$ cat config.mk
export PLATFORM = sky130hd
export DESIGN_NAME = tdm_demux14
export DESIGN_NICKNAME = d
export VERILOG_FILES = /design/src/rtl/tdm_pkg.sv /design/src/rtl/tdm_frame_reg.sv /design/src/rtl/tdm_demux14.sv
export SDC_FILE = /design/constraint.sdc
export NUM_CORES = 1
export LEC_CHECK = 0
export BUFFER_PORTS_ARGS = -buffer_cell sky130_fd_sc_hd__buf_4
export CELL_PAD_IN_SITES_DETAIL_PLACEMENT = 1
export CELL_PAD_IN_SITES_GLOBAL_PLACEMENT = 1
export CORE_MARGIN = 8
export CORE_UTILIZATION = 43
export DETAILED_ROUTE_END_ITERATION = 16
export GPL_ROUTABILITY_DRIVEN = 0
export PLACE_DENSITY = 0.83
export SYNTH_ARGS = -nofsm -noshare
export SYNTH_HDL_FRONTEND = slang
export SYNTH_SLANG_ARGS = --single-unit
$ cat constraint.sdc
create_clock -name clk -period 1.89 [get_ports clk]
set_input_delay 0.189 -clock clk [delete_from_list [all_inputs] [get_ports clk]]
set_output_delay 0.189 -clock clk [all_outputs]
set_load 0.03 [all_outputs]
$ cat src/rtl/tdm_pkg.sv
// Shared types and constants for the 1:4 TDM demultiplexer.
package tdm_pkg;

  localparam int N_CH   = 4;
  localparam int SLOT_W = 2;

  localparam logic [SLOT_W-1:0] SLOT_A = 2'd0;
  localparam logic [SLOT_W-1:0] SLOT_B = 2'd1;
  localparam logic [SLOT_W-1:0] SLOT_C = 2'd2;
  localparam logic [SLOT_W-1:0] SLOT_D = 2'd3;

  typedef enum logic {
    HUNT   = 1'b0,
    LOCKED = 1'b1
  } tdm_state_e;

endpackage

$ cat src/rtl/tdm_frame_reg.sv
// Shadow registers for channels a..c plus the output bank that publishes a whole frame at once.
module tdm_frame_reg
  import tdm_pkg::*;
#(
  parameter int WIDTH = 4
) (
  input  logic              clk,
  input  logic              rst,
  input  logic [WIDTH-1:0]  din,
  input  logic              shadow_ld,
  input  logic [SLOT_W-1:0] shadow_idx,
  input  logic              out_ld,
  output logic [WIDTH-1:0]  out_a,
  output logic [WIDTH-1:0]  out_b,
  output logic [WIDTH-1:0]  out_c,
  output logic [WIDTH-1:0]  out_d
);

  logic [WIDTH-1:0] shadow_q [N_CH-1];
  logic [WIDTH-1:0] shadow_d [N_CH-1];
  logic [WIDTH-1:0] ch_q     [N_CH];
  logic [WIDTH-1:0] ch_d     [N_CH];

  always_comb begin
    shadow_d = shadow_q;
    ch_d     = ch_q;
    if (shadow_ld) begin
      case (shadow_idx)
        SLOT_A:  shadow_d[0] = din;
        SLOT_B:  shadow_d[1] = din;
        SLOT_C:  shadow_d[2] = din;
        default: ;
      endcase
    end
    // The slot-3 beat goes straight to out_d; it never needs a shadow.
    if (out_ld) begin
      ch_d[0] = shadow_q[0];
      ch_d[1] = shadow_q[1];
      ch_d[2] = shadow_q[2];
      ch_d[3] = din;
    end
  end

  always_ff @(posedge clk or posedge rst) begin
    if (rst) begin
      shadow_q <= '{default: '0};
      ch_q     <= '{default: '0};
    end else begin
      shadow_q <= shadow_d;
      ch_q     <= ch_d;
    end
  end

  assign out_a = ch_q[0];
  assign out_b = ch_q[1];
  assign out_c = ch_q[2];
  assign out_d = ch_q[3];

endmodule

$ cat src/rtl/tdm_demux14.sv
// 1:4 TDM demultiplexer: frame-sync FSM and slot counter around tdm_frame_reg.
// Optional saturating sync-error counter on err_cnt when TDM_DEMUX_ERRCNT_EN is defined.
//
// state  | meaning
// HUNT   | waiting for a beat with sof; other beats are discarded
// LOCKED | tracking slots 0..3, assembling frames
module tdm_demux14
  import tdm_pkg::*;
#(
  parameter int WIDTH = 4
) (
  input  logic              clk,
  input  logic              rst,
  input  logic [WIDTH-1:0]  din,
  input  logic              din_valid,
  input  logic              sof,
  output logic [WIDTH-1:0]  out_a,
  output logic [WIDTH-1:0]  out_b,
  output logic [WIDTH-1:0]  out_c,
  output logic [WIDTH-1:0]  out_d,
  output logic              frame_valid,
`ifdef TDM_DEMUX_ERRCNT_EN
  output logic [7:0]        err_cnt,
`endif
  output logic              sync_err,
  output logic              locked,
  output logic [SLOT_W-1:0] slot
);

  tdm_state_e        state_q, state_d;
  logic [SLOT_W-1:0] slot_q, slot_d;
  logic              frame_valid_q, frame_valid_d;
  logic              sync_err_q, sync_err_d;
  logic              shadow_ld;
  logic [SLOT_W-1:0] shadow_idx;
  logic              out_ld;

  always_comb begin
    state_d       = state_q;
    slot_d        = slot_q;
    frame_valid_d = 1'b0;
    sync_err_d    = 1'b0;
    shadow_ld     = 1'b0;
    shadow_idx    = SLOT_A;
    out_ld        = 1'b0;
    if (din_valid) begin
      case (state_q)
        HUNT: begin
          if (sof) begin
            shadow_ld = 1'b1;
            slot_d    = SLOT_B;
            state_d   = LOCKED;
          end
        end
        LOCKED: begin
          if (sof) begin
            // Early sof restarts the frame; the stale shadows are overwritten later.
            sync_err_d = (slot_q != SLOT_A);
            shadow_ld  = 1'b1;
            slot_d     = SLOT_B;
          end else if (slot_q == SLOT_A) begin
            sync_err_d = 1'b1;
            slot_d     = SLOT_A;
            state_d    = HUNT;
          end else if (slot_q == SLOT_D) begin
            out_ld        = 1'b1;
            frame_valid_d = 1'b1;
            slot_d        = SLOT_A;
          end else begin
            shadow_ld  = 1'b1;
            shadow_idx = slot_q;
            slot_d     = slot_q + SLOT_W'(1);
          end
        end
        default: state_d = HUNT;
      endcase
    end
  end

  always_ff @(posedge clk or posedge rst) begin
    if (rst) begin
      state_q       <= HUNT;
      slot_q        <= SLOT_A;
      frame_valid_q <= 1'b0;
      sync_err_q    <= 1'b0;
    end else begin
      state_q       <= state_d;
      slot_q        <= slot_d;
      frame_valid_q <= frame_valid_d;
      sync_err_q    <= sync_err_d;
    end
  end

  tdm_frame_reg #(.WIDTH(WIDTH)) u_frame_reg (
    .clk        (clk),
    .rst        (rst),
    .din        (din),
    .shadow_ld  (shadow_ld),
    .shadow_idx (shadow_idx),
    .out_ld     (out_ld),
    .out_a      (out_a),
    .out_b      (out_b),
    .out_c      (out_c),
    .out_d      (out_d)
  );

`ifdef TDM_DEMUX_ERRCNT_EN
  logic [7:0] err_cnt_q, err_cnt_d;

  always_comb begin
    err_cnt_d = err_cnt_q;
    if (sync_err_d && (err_cnt_q != 8'hFF)) err_cnt_d = err_cnt_q + 8'd1;
  end

  always_ff @(posedge clk or posedge rst) begin
    if (rst) err_cnt_q <= 8'h00;
    else     err_cnt_q <= err_cnt_d;
  end

  assign err_cnt = err_cnt_q;
`endif

  assign frame_valid = frame_valid_q;
  assign sync_err    = sync_err_q;
  assign locked      = (state_q == LOCKED);
  assign slot        = slot_q;

endmodule

==> results.md <==
* Status: finished clean
* Syn Inst Count at just under 90
* Global-route wire length before repair at about 4700 um
* TritonCTS Buffers at 5
* Die span in y at 72.0 um
* CP max stage cell: dfrtp_1
* Period utilisation layout at 0.955
* PortBufs at 28
* Antenna violations before repair at 0
* Cell count of the worst reg-to-reg path at 5
* Worst hold-check path type: in2reg
* Crit path DAT at just over 2 ns
* H-Tree Depth at 2
* Worst hold slack at about 0.095 ns
* Mean Syn Cell Area at about 15 um2
* # diodes at 0
* R2R Path Start: slot[0]
* Flop and latch count out of synthesis at 33
* # DRC at 0
* Cell area after synthesis at roughly 0.0013 mm2
* Clock Skew at ~0.0058 ns
* Power per cell area at 1670 mW/mm2
* Required @ worst endpoint at 2.10 ns
* Setup violations, final at 0
* Net count after synthesis at 103
* Die X at 72.0 um
* Initial Util at 0.445
* Clk pin slew, worst setup/hold paths at 0.09 ns
* Unique masters post-synth at 19
* Hold Path End: slot[1]
* Met2 Use GR at 0.196
* R2R setup slack at 0.08 ns
* P_leak at just under 0.9 nW
* Filler cell count at 314
* Max-cap violations at 0
* Slew @ Worst Pin at ~0.41 ns
* Worst-path maximum fanout at 4
* CTS tree: built
* Core area at just over 0.003 mm2
* NumNets Final at ~140
* Crit start category: flip-flop
* CTS sink count at 33
* CTS Buffer Depth at 2
* Hold path depth at 2
* Critical-path cell list: inv_1, ha_1, nor4bb_2, o21ai_2, mux2_2
* Largest net degree at the start of global routing at 34
* Crit path kind: reg2reg
* Gr usage total at 0.117
* Post-Layout Cell Count at 172
* Detailed Routing Iterations Pass 1 at 2
* Vias per cell at ~4.8
* CP delay by family, top: flip-flops
* Fin util at 0.564
* DR WL/cell at 15.8 um
* Slowest stage delay, CP at around 0.41 ns
* Post-route ant nets at 0
* Synthesis Warnings at 0
* Hold Crit Start: din_valid
* Grt met3 use at 0.0565
* Area growth syn-to-layout at 26.6%
* Worst path depth at 5
* Fmax at roughly 0.55 GHz
* Routed wire length at ~2700 um
* Routed vias at 824
* Busiest layer in global routing: met2
* I/O pin count at 29
* R2r endpoint: u_frame_reg.shadow_q[8]
* Root buffer cell: clkbuf_4
* Final-report max-slew violation count at 0
* Register area share after synthesis at 0.612
* Rel. slew slack at 0.724
* Placed insts at 162
* DPL Wire Length at just over 2000 um
* Rows at 20
* Worst-Skew Late Latency at 0.32 ns
* Tmin final at ~1.8 ns
* Layout cells sized above 1 at 0.469
* DRT iter0 DRCs at 11
* CP Capture Type: flip-flop
* Gr ovfl total at 0
* Buf+Inv Stages, Crit Path at 1
* Max IR drop VDD at 0.676 mV
* Die Area at 0.00518 mm2
* Vias in the first global route at 950
* M1 GR Usage at 0.122
* Final Hold Fails at 0
-- worst max-delay path by stage --
stage / startpoint / end / slack, ns
after floorplan: slot[0] / u_frame_reg.shadow_q[10] / 0.01
after global placement: slot[0] / u_frame_reg.shadow_q[9] / 0.16
after detailed placement: slot[0] / u_frame_reg.shadow_q[9] / -0.004
after CTS: slot[0] / u_frame_reg.shadow_q[9] / 0.09
after global routing: slot[0] / u_frame_reg.shadow_q[8] / -0.01
final: slot[0] / u_frame_reg.shadow_q[8] / 0.08
-- flip-flops by register name (all words and copies together), names as in the netlist --
register	count
u_frame_reg.out_d	4
slot	2
u_frame_reg.out_b	4
u_frame_reg.out_c	4
frame_valid	1
locked	1
sync_err	1
u_frame_reg.shadow_q	12
u_frame_reg.out_a	4
-- cells by family after synthesis --
family,after synthesis,share of synthesized area
AO/OA/AOI/OAI,7,0.0297
adder cells (fa/ha/maj),6,0.0557
buffers and inverters,6,0.0223
flip-flops,33,0.612
multiplexers,28,0.234
AND/OR/NAND/NOR,9,0.0464
-- report_power, final --
group	internal (W)	switching, W
Clock	0.000175	0.000218
Combinational	0.000568	0.000712
Sequential	0.00102	0.000165
Total	0.00176	0.00109
-- placed cells by master, fill, tap and decap left out --
master,count
a21oi_1,2
buf_4,32
and3b_1,1
nand3_1,1
nand2_1,1
nor4bb_2,1
dlygate4sd3_1,1
clkbuf_4,5
a31oi_1,1
inv_1,5
clkbuf_1,1
dfrtp_1,33
nand2_2,1
o21ai_2,1
and4b_1,2
nor3_1,1
ha_1,6
mux2_1,9
clkbuf_8,1
o2bb2ai_1,1
o21ai_0,2
mux2_2,19
nor2_1,1
-- cells in the mapped netlist --
library cell  count  area, um2
dfrtp_1          33        826
mux2_2           19        214
mux2_1            9        101
ha_1              6       75.1
inv_1             5       18.8
a21oi_1           2       10.0
and4b_1           2       20.0
o21ai_0           2       10.0
a31oi_1           1       6.26
and3b_1           1       8.76
buf_6             1       11.3
nand2_1           1       3.75
nand2_2           1       6.26
nand3_1           1       5.00
nor2_1            1       3.75
nor3_1            1       5.00
nor4bb_1          1       10.0
o21ai_1           1       5.00
o2bb2ai_1         1       8.76
-- area by class of cell --
cell class | count | area [um2] | share of cell area
Clock buffer | 7 | 55.1 | 0.0322
Inverter | 5 | 18.8 | 0.0110
Multi-Input combinational cell | 50 | 503 | 0.295
Sequential cell | 33 | 826 | 0.484
Tap cell | 44 | 55.1 | 0.0322
Timing Repair Buffer | 33 | 250 | 0.147
-- layer usage --
| metal | wire length, um | up-vias |
|---|---|---|
| met3 | 176 | 5 |
| met5 | 0 | - |
| met4 | 43 | 0 |
| met1 | 1060 | 408 |
| met2 | 1430 | 21 |
| li1 | - | 390 |
-- per-stage QoR --
stage	worst slack [ns]	cell area [um2]	setup TNS, ns	total power [W]
after global routing	-0.0123	1710	-0.0214	0.00304
after global placement	0.158	1620	0	0.00240
after floorplan	0.0116	1350	0	0.00197
after detailed placement	-0.00405	1620	-0.00465	0.00247
after CTS	0.0923	1690	0	0.00288
final	0.0842	1710	0	0.00285
-- what timing repair did --
action	in CTS	in global routing
setup endpoints to repair	4	3
setup buffers	0	2
gates resized for setup	1	1
hold endpoints to repair	33	0
gates cloned	0	0
hold buffers	1	0
pin swaps	0	1
Note: power is estimated with default switching activity, not from simulation.
